$ cat src/rtl/host_mem_xfer_ctrl_pkg.sv
// Shared types for the host-port transfer engine: FSM encodings and command direction codes.
// WORD_LEN normally comes from the kernel defines; a 32-bit fallback keeps this slice self-contained.
`ifndef WORD_LEN
`define WORD_LEN 32
`endif

package host_mem_xfer_ctrl_pkg;

  typedef enum logic [1:0] {
    XFER_IDLE  = 2'd0,
    XFER_WRITE = 2'd1,
    XFER_READ  = 2'd2,
    XFER_DONE  = 2'd3
  } xfer_state_e;

  localparam logic XFER_DIR_WR = 1'b0;
  localparam logic XFER_DIR_RD = 1'b1;

endpackage

$ cat src/rtl/host_mem_xfer_ctrl_rd_outreg.sv
// One-entry read output register: loads a memory word, holds it stable under backpressure,
// and drops valid once the held word is consumed without a replacement.
`ifndef WORD_LEN
`define WORD_LEN 32
`endif

module xfer_rd_outreg #(
  parameter int W = `WORD_LEN
) (
  input  logic         clk,
  input  logic         rst_n,
  input  logic         load,
  input  logic         last_in,
  input  logic [W-1:0] din,
  input  logic         rd_ready,
  output logic [W-1:0] rd_data,
  output logic         rd_valid,
  output logic         rd_last
);

  // Output word register with valid/ready hold behaviour.
  always_ff @(posedge clk or negedge rst_n) begin
    if (!rst_n) begin
      rd_data  <= {W{1'b0}};
      rd_valid <= 1'b0;
      rd_last  <= 1'b0;
    end else if (load) begin
      rd_data  <= din;
      rd_valid <= 1'b1;
      rd_last  <= last_in;
    end else if (rd_valid && rd_ready) begin
      rd_valid <= 1'b0;
      rd_last  <= 1'b0;
    end
  end

endmodule

$ cat src/rtl/host_mem_xfer_ctrl.sv
// Host-side transfer engine driving data-memory port B: streams a {dir, base, len} command
// in or out with valid/ready handshakes. Optional running checksum output: HOST_MEM_CHKSUM_EN.
module host_mem_xfer_ctrl
  import host_mem_xfer_ctrl_pkg::*;
#(
  parameter int ADDR_W = 10,
  parameter int LEN_W  = 11
) (
  input  logic                 i_sys_clk,
  input  logic                 i_sys_rst,
  input  logic                 i_cmd_valid,
  output logic                 o_cmd_ready,
  input  logic                 i_cmd_dir,
  input  logic [ADDR_W-1:0]    i_cmd_base,
  input  logic [LEN_W-1:0]     i_cmd_len,
  input  logic [`WORD_LEN-1:0] i_wr_data,
  input  logic                 i_wr_valid,
  output logic                 o_wr_ready,
  output logic [`WORD_LEN-1:0] o_rd_data,
  output logic                 o_rd_valid,
  input  logic                 i_rd_ready,
  output logic                 o_rd_last,
  output logic                 o_host_mem_wr_en,
  output logic                 o_host_mem_rd_en,
  output logic [ADDR_W-1:0]    o_host_addr,
  output logic [`WORD_LEN-1:0] o_host_din,
  input  logic [`WORD_LEN-1:0] i_host_dout,
  output logic                 o_busy,
  output logic                 o_done
`ifdef HOST_MEM_CHKSUM_EN
  ,
  output logic [`WORD_LEN-1:0] o_chksum
`endif
);

  xfer_state_e       state_r, state_s;
  logic [ADDR_W-1:0] addr_r;
  logic [LEN_W-1:0]  rem_r;
  logic              done_r;
  logic              accept_s, wr_hs_s, load_s, rd_hs_s, rem_nz_s, last_s;

  assign rem_nz_s    = (rem_r != {LEN_W{1'b0}});
  assign last_s      = (rem_r == LEN_W'(1));
  assign rd_hs_s     = o_rd_valid && i_rd_ready;
  assign o_host_addr = addr_r;
  assign o_host_din  = i_wr_data;
  assign o_busy      = (state_r != XFER_IDLE);
  assign o_done      = done_r;

  // Next-state and per-state port-B / handshake strobes.
  always_comb begin
    state_s          = state_r;
    o_cmd_ready      = 1'b0;
    o_wr_ready       = 1'b0;
    o_host_mem_wr_en = 1'b0;
    o_host_mem_rd_en = 1'b0;
    accept_s         = 1'b0;
    wr_hs_s          = 1'b0;
    load_s           = 1'b0;
    case (state_r)
      XFER_IDLE: begin
        o_cmd_ready = 1'b1;
        accept_s    = i_cmd_valid;
        if (!i_cmd_valid) begin
          state_s = XFER_IDLE;
        end else if (i_cmd_len == {LEN_W{1'b0}}) begin
          state_s = XFER_DONE;
        end else if (i_cmd_dir == XFER_DIR_WR) begin
          state_s = XFER_WRITE;
        end else begin
          state_s = XFER_READ;
        end
      end
      XFER_WRITE: begin
        o_wr_ready       = 1'b1;
        o_host_mem_wr_en = i_wr_valid;
        wr_hs_s          = i_wr_valid;
        if (i_wr_valid && last_s) begin
          state_s = XFER_DONE;
        end else begin
          state_s = XFER_WRITE;
        end
      end
      XFER_READ: begin
        o_host_mem_rd_en = 1'b1;
        load_s           = (!o_rd_valid || i_rd_ready) && rem_nz_s;
        if (rd_hs_s && o_rd_last) begin
          state_s = XFER_DONE;
        end else begin
          state_s = XFER_READ;
        end
      end
      XFER_DONE: begin
        state_s = XFER_IDLE;
      end
      default: begin
        state_s = XFER_IDLE;
      end
    endcase
  end

  // State register.
  always_ff @(posedge i_sys_clk or negedge i_sys_rst) begin
    if (!i_sys_rst) begin
      state_r <= XFER_IDLE;
    end else begin
      state_r <= state_s;
    end
  end

  // Address and remaining-count tracking; rem stops at zero so it cannot wrap.
  always_ff @(posedge i_sys_clk or negedge i_sys_rst) begin
    if (!i_sys_rst) begin
      addr_r <= {ADDR_W{1'b0}};
      rem_r  <= {LEN_W{1'b0}};
    end else if (accept_s) begin
      addr_r <= i_cmd_base;
      rem_r  <= i_cmd_len;
    end else if ((wr_hs_s || load_s) && rem_nz_s) begin
      addr_r <= addr_r + ADDR_W'(1);
      rem_r  <= rem_r - LEN_W'(1);
    end
  end

  // Completion pulse, registered off the DONE state.
  always_ff @(posedge i_sys_clk or negedge i_sys_rst) begin
    if (!i_sys_rst) begin
      done_r <= 1'b0;
    end else begin
      done_r <= (state_r == XFER_DONE);
    end
  end

  xfer_rd_outreg #(
    .W(`WORD_LEN)
  ) u_rd_outreg (
    .clk      (i_sys_clk),
    .rst_n    (i_sys_rst),
    .load     (load_s),
    .last_in  (last_s),
    .din      (i_host_dout),
    .rd_ready (i_rd_ready),
    .rd_data  (o_rd_data),
    .rd_valid (o_rd_valid),
    .rd_last  (o_rd_last)
  );

`ifdef HOST_MEM_CHKSUM_EN
  logic [`WORD_LEN-1:0] chksum_r;

  // Running sum of words handshaked on whichever stream is active.
  always_ff @(posedge i_sys_clk or negedge i_sys_rst) begin
    if (!i_sys_rst) begin
      chksum_r <= {`WORD_LEN{1'b0}};
    end else if (accept_s) begin
      chksum_r <= {`WORD_LEN{1'b0}};
    end else if (wr_hs_s) begin
      chksum_r <= chksum_r + i_wr_data;
    end else if (rd_hs_s) begin
      chksum_r <= chksum_r + o_rd_data;
    end
  end

  assign o_chksum = chksum_r;
`endif

endmodule

$ cat config.mk
export PLATFORM = sky130hd
export DESIGN_NAME = host_mem_xfer_ctrl
export DESIGN_NICKNAME = d
export VERILOG_FILES = /design/src/rtl/host_mem_xfer_ctrl_pkg.sv /design/src/rtl/host_mem_xfer_ctrl_rd_outreg.sv /design/src/rtl/host_mem_xfer_ctrl.sv
export SDC_FILE = /design/constraint.sdc
export NUM_CORES = 1
export LEC_CHECK = 0
export CAP_MARGIN = 20
export CORE_ASPECT_RATIO = 0.9
export CORE_MARGIN = 2
export CORE_UTILIZATION = 38
export CTS_CLUSTER_DIAMETER = 50
export DETAILED_ROUTE_END_ITERATION = 6
export PLACE_DENSITY = 0.78
export RECOVER_POWER = 50
export SLEW_MARGIN = 20
export SYNTH_ARGS = -nofsm -noshare
export SYNTH_HDL_FRONTEND = slang
export SYNTH_SLANG_ARGS = --single-unit
$ cat constraint.sdc
create_clock -name i_sys_clk -period 2.5 [get_ports i_sys_clk]
set_input_delay 0.375 -clock i_sys_clk [delete_from_list [all_inputs] [get_ports i_sys_clk]]
set_output_delay 0.375 -clock i_sys_clk [all_outputs]
set_load 0.02 [all_outputs]
==> metrics <==
routed len/inst=14.9 um; NetSw=~1.7 mW; final hold violations=0; WP data required=2.67 ns; FF-to-FF setup slack=approximately 0.21 ns; crit path max-delay cell type=nor4_1; area grow syn2layout=36.9%; DR vias/cell=5.09; post-synthesis sequential area ratio=49.2%; ys async rst share=between 90% and 100%; vias in the first global route=~2.3k; Synth cell types=36; clock tree from TritonCTS=done; post-placement cell count=between 400 and 500; Reg2Reg Depth=6; detailed router's first-iteration violation count=106; WL final=~6700 um; Tot GR Track Use=15.9%; combinational share of power=between 40% and 50%; global route total overflow=0; multi-input gate area in the final layout=1160 um2; outcome=complete, but fails checks; Register Area=1450 um2; Relative slew margins=-1.50%; ys flop type=dfrtp_1; Num CTS Buffers=9; achievable clock frequency=437 MHz; worst reg2reg path startpoint=rem_r[2]; Syn Inst Count=269; number of port buffers=roughly 110; RSZ-0062 raised after global routing=no; Slew @ Worst Pin=1.52 ns; FF-to-FF End=o_host_addr[1]; synthesized area per cell=around 11 um2; fill count=675; Worst VDD drop=455 uV; # IOs=about 170; Yosys top cell area share=49.2%; Post-synth top cells=dfrtp_1 (58), buf_4 (33), mux2_2 (32), nand2_1 (24), xnor2_1 (15); syn nets=~360; number of synthesized flops with an enable pin=0; met1 usage=a little under a fifth; gr busiest metal=met2; ANT cells=0; DR pass1 iterations=4; postcts setup bufs=0; post-synth top area cell=dfrtp_1; DRC Markers=0; setup TNS=0 ns; Max-Cap Viols=1; Crit Path Class=reg -> reg; share of layout cells above drive strength 1=between 10 and 15%; dpl hpwl=around 4900 um; Root Driver=clkbuf_8; htree depth=3; Data arrival, critical path=around 2.5 ns; Synth Cell Area=between 2000 and 3000 um2; crit path capture=o_host_addr[1]; clock share of power=18.1%; met2 usage=27.0%; min setup slack post-route=0.211 ns; crit share post-route=91.6%; cell with the most instances after synthesis=dfrtp_1; Die X=96.9 um; routability cong.=slightly above 0.8; row count=30; crit-path cells=nor4_1, and4b_1, buf_4, or2_1, mux2i_1, o21ai_0; Max stage delay on crit path=0.58 ns; routed vias=2273; Yosys reg bits=slightly below 60; hold crit path type=in -> async; # setup viols final=0; post_cts resized=0; Tmin final=2.29 ns; startpoint class of the critical path=register; Pins Over Slew Limit=30; post-route ant nets=0; initial core utilization=39.1%; post-route clock skew=0.00600 ns; DIE AREA=between 8000 and 9000 um2; Placement Setup Slack=0.212 ns; Final Net Count=between 400 and 500; failing checks=capacitance limit, slew limit; # clock sinks=58; latest clock arrival within the worst-skew pair=0.33 ns; largest net degree at the start of global routing=35; CP max FO=16; yosys warns=0; Internal=3.00 mW; Pleak=1.63 nW; Critical Path End Type=register; met3 global-route usage=6.07%; switch share=35.5%; synth top area cells=dfrtp_1 (49%), mux2_2 (12%), buf_4 (8.4%); Die Span Y=87.6 um; initial antenna violation count=0; PD cells=1150 nW/um2; core footprint=between 7000 and 8000 um2; CTS clk-pin slew, worst paths=0.06 ns; CTS hold repair buffers=0; Reg power frac=a little over a third; first-pass GRT wire length=10900 um; clk buf depth=2; CP startpoint=rem_r[2]; final std cells w/o fill=447
## worst max-delay path: cells and delay by family (launching register included)
family / cells / cell delay [ns]
flip-flops: 1 / 0.42
AO/OA/AOI/OAI: 1 / 0.08
buffers and inverters: 1 / 0.22
AND/OR/NAND/NOR: 3 / 1.20
multiplexers: 1 / 0.21
## power by group through the flow
stage | clock network [mW] | registers, mW | logic (mW)
after floorplan | 0 | 2.10 | 0.802
after global placement | 0 | 1.70 | 2.11
after detailed placement | 0 | 1.72 | 2.15
after CTS | 0.881 | 1.70 | 2.16
after global routing | 0.912 | 1.76 | 2.26
final | 0.843 | 1.70 | 2.11
## placed cells by master (no fill, tap or decap), types with 2 or more instances in the layout
cell type        instances
a21oi_1                  8
or4_1                    2
o211ai_1                 3
nand2_1                 24
nand3_1                 10
nor3_1                   6
nand4b_1                 2
xnor2_1                 15
clkinv_2                 2
dfrtp_1                 58
nand2b_1                 3
buf_4                    2
mux2_2                  32
nor4b_1                  2
o21ai_0                 14
clkbuf_8                11
or3_1                    3
dlygate4sd3_1            8
ha_1                     4
inv_1                    6
clkdlybuf4s50_1         99
nor4_1                  10
nor2_1                   9
## through the flow
stage	utilization, %	hold slack [ns]	power, mW	area [um2]
2_1_floorplan	-	0.0794	2.90	2950
3_3_place_gp	51.2	0.449	3.80	3860
3_5_place_dp	51.2	0.453	3.87	3860
4_1_cts	53.8	0.0927	4.74	4060
5_1_grt	53.5	0.510	4.93	4040
6_report	53.5	0.411	4.65	4040
## layout make-up
| class | count | share of cell area [%] |
|---|---|---|
| Timing Repair Buffer | 111 | 27.1 |
| Clock inverter | 3 | 0.991 |
| Multi-Input combinational cell | 162 | 28.7 |
| Inverter | 6 | 0.557 |
| Clock buffer | 11 | 3.75 |
| Tap cell | 96 | 2.97 |
| Sequential cell | 58 | 35.9 |
## state kept, by name, summed over array words and instances (netlist names)
signal	cells
u_rd_outreg.rd_data	32
state_r	2
u_rd_outreg.rd_valid	1
o_done	1
rem_r	11
u_rd_outreg.rd_last	1
o_host_addr	10
## per-layer routing
metal / routed length [um] / part of all wire, %
met1: 2790 / 42
met2: 3330 / 50
met3: 447 / 6.7
met4: 114 / 1.7
met5: 0 / 0
## worst min-delay path by stage
stage,slack (ns),cells after the start,endpoint,startpoint
4_1_cts,0.09,1,o_host_addr[3],i_sys_rst
2_1_floorplan,0.08,0,o_done,i_sys_rst
6_report,0.41,1,rem_r[4],i_sys_rst
3_5_place_dp,0.45,1,rem_r[1],i_sys_rst
5_1_grt,0.51,1,u_rd_outreg.rd_data[26],u_rd_outreg.rd_data[26]
3_3_place_gp,0.45,1,rem_r[1],i_sys_rst
## cells by family (layout without fill, tap and decap cells)
group | after synthesis | after routing | synth area share, %
mux | 33 | 33 | 12.6
xor+xnor | 16 | 16 | 4.75
fa+ha+maj | 4 | 4 | 1.70
simple gates | 80 | 80 | 14.8
compound gates | 29 | 29 | 5.51
buf+inv | 49 | 131 | 11.5
flops | 58 | 58 | 49.2
No activity file was read; power rests on OpenSTA's default activity.
